===== src/rtl/audio_filter_pkg.sv =====
// Shared types for the audio filter coefficient path.
// Contents:
//   coef_t        signed Q2.14 coefficient, Q_ONE = 1.0
//   coef_idx_e    coefficient select on the config interface (b0,b1,b2,a1,a2)
//   ctrl_state_e  coefficient controller FSM states
//   coef_set_t    one complete biquad coefficient set
//   unity_set / get_coef / set_coef helpers
package audio_filter_pkg;

  typedef logic signed [15:0] coef_t;

  localparam coef_t Q_ONE = 16'sd16384;

  typedef enum logic [2:0] {
    COEF_B0 = 3'd0,
    COEF_B1 = 3'd1,
    COEF_B2 = 3'd2,
    COEF_A1 = 3'd3,
    COEF_A2 = 3'd4
  } coef_idx_e;

  typedef enum logic [1:0] {
    IDLE      = 2'd0,
    FETCH     = 2'd1,
    CHECK     = 2'd2,
    WAIT_TICK = 2'd3
  } ctrl_state_e;

  typedef struct packed {
    coef_t b0;
    coef_t b1;
    coef_t b2;
    coef_t a1;
    coef_t a2;
  } coef_set_t;

  // Passthrough biquad: y = x.
  function automatic coef_set_t unity_set();
    coef_set_t s;
    s.b0 = Q_ONE;
    s.b1 = 16'sd0;
    s.b2 = 16'sd0;
    s.a1 = 16'sd0;
    s.a2 = 16'sd0;
    return s;
  endfunction

  // Select one coefficient of a set by config index.
  function automatic coef_t get_coef(input coef_set_t s, input logic [2:0] idx);
    coef_t c;
    case (idx)
      COEF_B0: c = s.b0;
      COEF_B1: c = s.b1;
      COEF_B2: c = s.b2;
      COEF_A1: c = s.a1;
      COEF_A2: c = s.a2;
      default: c = s.b0;
    endcase
    return c;
  endfunction

  // Return a copy of a set with one coefficient replaced; indices above a2 leave it untouched.
  function automatic coef_set_t set_coef(input coef_set_t s, input logic [2:0] idx,
                                         input coef_t val);
    coef_set_t r;
    r = s;
    case (idx)
      COEF_B0: r.b0 = val;
      COEF_B1: r.b1 = val;
      COEF_B2: r.b2 = val;
      COEF_A1: r.a1 = val;
      COEF_A2: r.a2 = val;
      default: r = s;
    endcase
    return r;
  endfunction

endpackage


===== src/rtl/coeff_stability_check.sv =====
// Combinational stability test for a biquad denominator 1 + a1 z^-1 + a2 z^-2.
// Ports:
//   a1, a2  in  signed Q2.14 feedback coefficients
//   stable  out 1 when the poles lie strictly inside the unit circle
// The stability triangle is evaluated in 18-bit signed arithmetic so that
// |a1| of -32768 and Q_ONE + a2 never overflow.
module coeff_stability_check
  import audio_filter_pkg::*;
(
  input  coef_t a1,
  input  coef_t a2,
  output logic  stable
);

  logic signed [17:0] a1_x;
  logic signed [17:0] a2_x;
  logic signed [17:0] a1_abs;
  logic signed [17:0] lim;

  // Stability triangle: |a2| < 1 and |a1| < 1 + a2.
  always_comb begin
    a1_x   = {{2{a1[15]}}, a1};
    a2_x   = {{2{a2[15]}}, a2};
    if (a1_x[17]) begin
      a1_abs = -a1_x;
    end else begin
      a1_abs = a1_x;
    end
    lim    = 18'sd16384 + a2_x;
    stable = (a2_x < 18'sd16384) && (a2_x > -18'sd16384) && (a1_abs < lim);
  end

endmodule


===== src/rtl/iir_coeff_ctrl.sv =====
// Coefficient controller for the 24-bit biquad.
// Holds NUM_PRESETS coefficient sets, fetches one on request, checks its
// denominator, and swaps it into the active set on a sample boundary.
// Ports:
//   clk, reset                      clock, synchronous active-high reset
//   cfg_we/cfg_preset/cfg_idx/cfg_data  preset bank write port
//   cfg_wr_err                      pulse: write dropped (target preset is loading)
//   load_req/load_preset            request to apply a preset
//   sample_tick                     one strobe per audio sample
//   b0,b1,b2,a1,a2                  active coefficients (registered)
//   filter_clear/load_ack           pulses on the cycle after a swap
//   load_err                        pulse: preset rejected as unstable
//   busy                            controller not idle
//   active_preset                   index of the applied preset
module iir_coeff_ctrl
  import audio_filter_pkg::*;
#(
  parameter int NUM_PRESETS = 4,
  parameter int PW          = $clog2(NUM_PRESETS)
) (
  input  logic                 clk,
  input  logic                 reset,
  input  logic                 cfg_we,
  input  logic [PW-1:0]        cfg_preset,
  input  logic [2:0]           cfg_idx,
  input  logic signed [15:0]   cfg_data,
  output logic                 cfg_wr_err,
  input  logic                 load_req,
  input  logic [PW-1:0]        load_preset,
  input  logic                 sample_tick,
  output logic signed [15:0]   b0,
  output logic signed [15:0]   b1,
  output logic signed [15:0]   b2,
  output logic signed [15:0]   a1,
  output logic signed [15:0]   a2,
  output logic                 filter_clear,
  output logic                 load_ack,
  output logic                 load_err,
  output logic                 busy,
  output logic [PW-1:0]        active_preset
);

  ctrl_state_e      state_q, state_d;
  logic [2:0]       fetch_cnt_q, fetch_cnt_d;
  logic [PW-1:0]    load_preset_q, load_preset_d;
  logic [PW-1:0]    active_preset_q, active_preset_d;
  coef_set_t        stage_q, stage_d;
  coef_set_t        act_q, act_d;
  logic             ack_q, ack_d;
  logic             clear_q, clear_d;
  logic             err_q, err_d;
  logic             wr_err_q, wr_err_d;
  logic             busy_q, busy_d;

  coef_set_t        bank_q [NUM_PRESETS];
  coef_set_t        rd_set_s;
  logic             stable_s;
  logic             wr_hit_s;
  logic             wr_block_s;

  coeff_stability_check u_stab (
    .a1     (stage_q.a1),
    .a2     (stage_q.a2),
    .stable (stable_s)
  );

  // Single read port of the bank, addressed by the preset being loaded.
  assign rd_set_s   = bank_q[load_preset_q];
  // Indices 5-7 are not coefficients: such writes neither land nor raise an error.
  assign wr_hit_s   = cfg_we && (cfg_idx <= 3'd4);
  // The preset under load is frozen so the fetched and applied sets agree.
  assign wr_block_s = wr_hit_s && busy_q && (cfg_preset == load_preset_q);

  // State register.
  always_ff @(posedge clk) begin
    if (reset) begin
      state_q <= IDLE;
    end else begin
      state_q <= state_d;
    end
  end

  // Next-state logic.
  always_comb begin
    state_d = state_q;
    case (state_q)
      IDLE: begin
        if (load_req) begin
          state_d = FETCH;
        end else begin
          state_d = IDLE;
        end
      end
      FETCH: begin
        if (fetch_cnt_q == 3'd4) begin
          state_d = CHECK;
        end else begin
          state_d = FETCH;
        end
      end
      CHECK: begin
        if (stable_s) begin
          state_d = WAIT_TICK;
        end else begin
          state_d = IDLE;
        end
      end
      WAIT_TICK: begin
        if (sample_tick) begin
          state_d = IDLE;
        end else begin
          state_d = WAIT_TICK;
        end
      end
      default: state_d = IDLE;
    endcase
  end

  // Datapath and pulse next values per state.
  always_comb begin
    fetch_cnt_d     = fetch_cnt_q;
    load_preset_d   = load_preset_q;
    active_preset_d = active_preset_q;
    stage_d         = stage_q;
    act_d           = act_q;
    ack_d           = 1'b0;
    clear_d         = 1'b0;
    err_d           = 1'b0;
    wr_err_d        = wr_block_s;
    busy_d          = (state_d != IDLE);
    case (state_q)
      IDLE: begin
        if (load_req) begin
          load_preset_d = load_preset;
          fetch_cnt_d   = 3'd0;
        end else begin
          fetch_cnt_d   = fetch_cnt_q;
        end
      end
      FETCH: begin
        // One coefficient per cycle, b0 first, a2 last.
        stage_d     = set_coef(stage_q, fetch_cnt_q, get_coef(rd_set_s, fetch_cnt_q));
        fetch_cnt_d = fetch_cnt_q + 3'd1;
      end
      CHECK: begin
        if (!stable_s) begin
          err_d = 1'b1;
        end else begin
          err_d = 1'b0;
        end
      end
      WAIT_TICK: begin
        // All five coefficients move together on the tick edge.
        if (sample_tick) begin
          act_d           = stage_q;
          active_preset_d = load_preset_q;
          ack_d           = 1'b1;
          clear_d         = 1'b1;
        end else begin
          act_d           = act_q;
        end
      end
      default: begin
        fetch_cnt_d = 3'd0;
      end
    endcase
  end

  // Datapath and output registers.
  always_ff @(posedge clk) begin
    if (reset) begin
      fetch_cnt_q     <= 3'd0;
      load_preset_q   <= '0;
      active_preset_q <= '0;
      stage_q         <= unity_set();
      act_q           <= unity_set();
      ack_q           <= 1'b0;
      clear_q         <= 1'b0;
      err_q           <= 1'b0;
      wr_err_q        <= 1'b0;
      busy_q          <= 1'b0;
    end else begin
      fetch_cnt_q     <= fetch_cnt_d;
      load_preset_q   <= load_preset_d;
      active_preset_q <= active_preset_d;
      stage_q         <= stage_d;
      act_q           <= act_d;
      ack_q           <= ack_d;
      clear_q         <= clear_d;
      err_q           <= err_d;
      wr_err_q        <= wr_err_d;
      busy_q          <= busy_d;
    end
  end

  // Preset bank write port; reset restores every preset to passthrough.
  always_ff @(posedge clk) begin
    if (reset) begin
      for (int i = 0; i < NUM_PRESETS; i++) begin
        bank_q[i] <= unity_set();
      end
    end else if (wr_hit_s && !wr_block_s) begin
      bank_q[cfg_preset] <= set_coef(bank_q[cfg_preset], cfg_idx, cfg_data);
    end
  end

  assign b0            = act_q.b0;
  assign b1            = act_q.b1;
  assign b2            = act_q.b2;
  assign a1            = act_q.a1;
  assign a2            = act_q.a2;
  assign load_ack      = ack_q;
  assign filter_clear  = clear_q;
  assign load_err      = err_q;
  assign cfg_wr_err    = wr_err_q;
  assign busy          = busy_q;
  assign active_preset = active_preset_q;

endmodule


===== config.mk =====
export PLATFORM = sky130hd
export DESIGN_NAME = iir_coeff_ctrl
export DESIGN_NICKNAME = d
export VERILOG_FILES = /design/src/rtl/audio_filter_pkg.sv /design/src/rtl/coeff_stability_check.sv /design/src/rtl/iir_coeff_ctrl.sv
export SDC_FILE = /design/constraint.sdc
export NUM_CORES = 1
export LEC_CHECK = 0
export BUFFER_PORTS_ARGS = -buffer_cell sky130_fd_sc_hd__buf_2
export CORE_MARGIN = 8
export CORE_UTILIZATION = 50
export CTS_CLUSTER_DIAMETER = 150
export CTS_CLUSTER_SIZE = 16
export DETAILED_ROUTE_END_ITERATION = 12
export GPL_TIMING_DRIVEN = 0
export PLACE_DENSITY_LB_ADDON = 0.1
export SLEW_MARGIN = 0
export SYNTH_ARGS = -nofsm -noshare
export SYNTH_HDL_FRONTEND = slang
export SYNTH_HIERARCHICAL = 1
export SYNTH_SLANG_ARGS = --single-unit
export TNS_END_PERCENT = 100

===== constraint.sdc =====
create_clock -name clk -period 9 [get_ports clk]
set_input_delay 1.8 -clock clk [delete_from_list [all_inputs] [get_ports clk]]
set_output_delay 1.8 -clock clk [all_outputs]
set_load 0.01 [all_outputs]

==> reports/results.tsv <==
stage	metric	value	unit
critical_path	register-to-register path setup slack	5.11	ns
clock_network	number of levels the H-tree was split into	2	
global_route	first-pass GRT wire length	102000	microns
synth	summed instance area of the synthesized netlist	21400	sq um
global_route	initial antenna violation count	0	
clock_network	number of buffers inserted during clock tree synthesis	36	
detailed_routing	topmost layer with routed signal wires	met4	
sta	max-slew violation count	0	
clock_network	total clock sinks	495	
flow_run	max-cap violation count	0	
synth	leading post-synthesis cells by instance count	320 x sky130_fd_sc_hd__edfxtp_1, 253 x sky130_fd_sc_hd__nor2_1, 235 x sky130_fd_sc_hd__nand2_1	
global_route	pin count of the biggest net entering global routing	18	
sta	post-route setup TNS	0	ns
pwr	power density normalized to cell area	186	nW/um^2
finish	filler instances	3700	
synth	sequential area share after synthesis	61.3	%
global_route	all-layer global routing usage	27.7	%
synth	synthesized flop and latch total	495	
clock_network	later-pin clock latency in the skew report	0.58	ns
detailed_routing	wirelength, routed	70200	microns
sta	setup violation total in the final timing report	0	
sta	actual transition at the worst max-transition pin	1.46	ns
clock_network	CTS tree	built	
outcome	run status	completed	
pwr	Sw Pwr	0.00107	W
detailed_routing	total vias in the final route	15900	
critical_path	Crit path arrival time	4.56	ns
pwr	Combinational Power Share	8.3	%
pwr	relative contribution of sequential cells to total power	56.6	%
synth	synthesized area per cell	11.5	sq um
critical_path	cell breakdown of the critical path	buf_2, inv_2, clkbuf_1, clkbuf_1, nand2_1	
sta	Fmax achieved	0.222	GHz
placement	cell area after placement	22800	sq um
synth	share of the synthesized area in the top cell type	44.9	%
finish	fraction of layout instances using a drive strength above 1	14.8	%
finish	area overhead of the layout relative to synthesis	11.2	%
detailed_routing	initial drt markers	1967	
critical_path	maximum net fanout on the critical path	16	
die	initial core utilization	50.1	%
detailed_routing	Routed met3 length	5580	microns
sta	Worst slew margin	2.15	%
die	Die Height	223	microns
synth	number of warnings reported in the yosys synthesis log	6	
global_route	Congestion Overflow GR	0	
detailed_routing	remaining number of nets flagged by the antenna check after routing	0	
synth	number of cells produced by synthesis	1859	
finish	Antenna Cells	0	
die	placement row count	76	
clock_network	post-cts hold buffer count	0	
sta	Final Skew	0.0200	ns
global_route	via count of the first global-routing pass	15200	
clock_network	post-CTS resize count	0	
placement	IO Port Bufs	111	
finish	post-route design area	23800	sq um
synth	cell with the most instances after synthesis	sky130_fd_sc_hd__edfxtp_1	
critical_path	cell with the largest stage delay on the worst path	sky130_fd_sc_hd__nand2_1	
critical_path	required time reported for the critical path endpoint	9.06	ns
detailed_routing	number of vias per cell after detailed routing	6.16	
placement	Final Wtd Congestion	0.937	
clock_network	root cell of the clock tree	sky130_fd_sc_hd__clkbuf_16	
sta	hold slack final	0.451	ns
critical_path	Worst Setup End Kind	flop	
synth	most used flip-flop cell after synthesis	sky130_fd_sc_hd__edfxtp_1	
pwr	switching share of total power	24.2	%
sta	post-route fraction of the period consumed by the critical path	49.9	%
clock_network	CTS clock-pin slew for the worst setup and hold paths	0.07	ns
sta	post-layout min period	4.49	ns
pwr	Max VDD drop	117	uV
synth	share of flip-flops with an asynchronous set or reset after synthesis	0	%
detailed_routing	DRC violation count after routing	0	
sta	unrepaired setup endpoints after global routing	false	
detailed_routing	met2 wire length	33700	microns
finish	sequential cell area	13100	sq um
die	area of the core region	42700	sq um
synth	number of flops mapped to enable cells by yosys	320	
die	area of the die	49700	sq um
sta	final hold violation count	0	
clock_network	post-CTS setup buffers	0	
detailed_routing	drt wl/cell	27.2	microns
critical_path	Crit path largest cell delay	0.87	ns
synth	post-synth cell types	66	
die	IO Pins	115	
placement	HPWL Detailed	50300	microns
finish	nets@finish	2072	
detailed_routing	Detailed Routing Iterations Pass 1	5	
synth	dominant cell type by area after synthesis	sky130_fd_sc_hd__edfxtp_1	
detailed_routing	wire length on met1	28100	microns
critical_path	kind of critical path	in -> reg	
finish	Multi-input gate area	7570	sq um
min_path	class of the tightest hold or removal check	reg -> reg	
critical_path	most repeated library cell on the critical path	sky130_fd_sc_hd__clkbuf_1	
pwr	part of the total power dissipated in the clock network	35.2	%
critical_path	sort of element at the start of the critical path	primary input	
die	die width	223	microns
pwr	Lkg Pwr	8.26	nW
clock_network	maximum clock insertion buffer count	3	
synth	top area cells in the synthesized netlist	sky130_fd_sc_hd__edfxtp_1 45%, sky130_fd_sc_hd__dfxtp_1 16%, sky130_fd_sc_hd__mux2i_1 6.0%	
pwr	cell internal pwr	0.00336	W
## sequential cells by signal, indices dropped and copies added, names as in the netlist, named ones only
| signal | count |
|---|---|
| bank_q | 320 |
| stage_q | 80 |
| a1 | 16 |
| a2 | 16 |
| b0 | 16 |
| b1 | 16 |
| b2 | 16 |
| fetch_cnt_q | 3 |
| active_preset | 2 |
| load_preset_q | 2 |
| state_q | 2 |
| busy | 1 |
| cfg_wr_err | 1 |
| filter_clear | 1 |
| load_err | 1 |
## cell type report
type / instances / area share (%)
clock inverters: 1 / 0.0683
well taps: 546 / 2.87
clock buffers: 51 / 4.20
flip-flops and latches: 495 / 55.1
plain buffers: 134 / 2.57
multi-input cells: 1187 / 31.8
repair buffers: 119 / 2.70
inverters: 44 / 0.694
## stage by stage
stage	cells	setup slack, ns	power [W]	util, %
floorplan	1860	4.97	0.00276	-
global placement	2517	3.26	0.00290	53.0
detailed placement	2525	3.95	0.00292	53.4
CTS	2577	4.55	0.00443	55.7
global route	2577	4.47	0.00454	55.7
finish	2577	4.51	0.00443	55.7
## power groups by stage
stage / registers (W) / clock network, W / logic, W
after floorplan: 0.00255 / 0 / 0.000210
after global placement: 0.00256 / 0 / 0.000342
after detailed placement: 0.00256 / 0 / 0.000357
after CTS: 0.00251 / 0.00157 / 0.000358
after global routing: 0.00251 / 0.00164 / 0.000379
final: 0.00251 / 0.00156 / 0.000366
## cells by family (layout without fill, tap and decap cells)
| group | count (synthesis) | in the layout | share of synthesized area, % |
|---|---|---|---|
| adders and majority gates | 27 | 27 | 1.58 |
| other | 1 | 2 | 0.0175 |
| muxes | 147 | 147 | 7.93 |
| xor gates and xnor gates | 15 | 15 | 0.649 |
| buffers and inverters | 178 | 349 | 3.62 |
| DFF | 495 | 495 | 61.3 |
| AOI/OAI and AO/OA | 380 | 380 | 11.3 |
| and+or+nand+nor | 616 | 616 | 13.6 |
## worst paths after layout
kind	end	startpoint	cells past startpoint
max	bank_q[2][76]	reset	5
min reg2reg	a1[5]	a1[5]	2
max reg2reg	stage_q[46]	fetch_cnt_q[2]	9
min	a1[5]	a1[5]	2
## layer usage
metal | GRT usage, % | up-vias
met5 | 0 | -
met2 | 46.5 | 811
met3 | 4.41 | 146
met1 | 35.9 | 7850
met4 | 10.2 | 0
li1 | - | 7067
## placed cells by master, fill, tap and decap left out, types with 4 or more instances in the layout
cell type / count
sky130_fd_sc_hd__nor2_1: 253
sky130_fd_sc_hd__a31o_2: 14
sky130_fd_sc_hd__clkbuf_16: 38
sky130_fd_sc_hd__nand2_1: 235
sky130_fd_sc_hd__a21o_1: 6
sky130_fd_sc_hd__edfxtp_1: 320
sky130_fd_sc_hd__a211o_1: 9
sky130_fd_sc_hd__ha_1: 27
sky130_fd_sc_hd__and3_1: 10
sky130_fd_sc_hd__inv_1: 43
sky130_fd_sc_hd__nand3_1: 10
sky130_fd_sc_hd__o21ai_0: 69
sky130_fd_sc_hd__a21oi_1: 109
sky130_fd_sc_hd__nand2b_1: 6
sky130_fd_sc_hd__clkbuf_1: 82
sky130_fd_sc_hd__a211oi_1: 12
sky130_fd_sc_hd__nand4_1: 5
sky130_fd_sc_hd__and2_1: 4
sky130_fd_sc_hd__buf_4: 12
sky130_fd_sc_hd__buf_2: 161
sky130_fd_sc_hd__xnor2_1: 14
sky130_fd_sc_hd__nor3_1: 23
sky130_fd_sc_hd__mux2i_1: 128
sky130_fd_sc_hd__a22oi_1: 25
sky130_fd_sc_hd__o22ai_1: 68
sky130_fd_sc_hd__nand3b_1: 6
sky130_fd_sc_hd__nand3_4: 19
sky130_fd_sc_hd__mux4_2: 18
sky130_fd_sc_hd__dfxtp_1: 175
sky130_fd_sc_hd__nand3_2: 7
sky130_fd_sc_hd__buf_1: 6
sky130_fd_sc_hd__o221ai_1: 7
sky130_fd_sc_hd__o211ai_1: 25
sky130_fd_sc_hd__a32oi_1: 16
sky130_fd_sc_hd__nor4_2: 7
## critical path, delay by kind of cell
kind	cells	cell delay, ns
buffers and inverters	4	1.87
and+or+nand+nor	1	0.87
(Power assumes the default switching activity.)
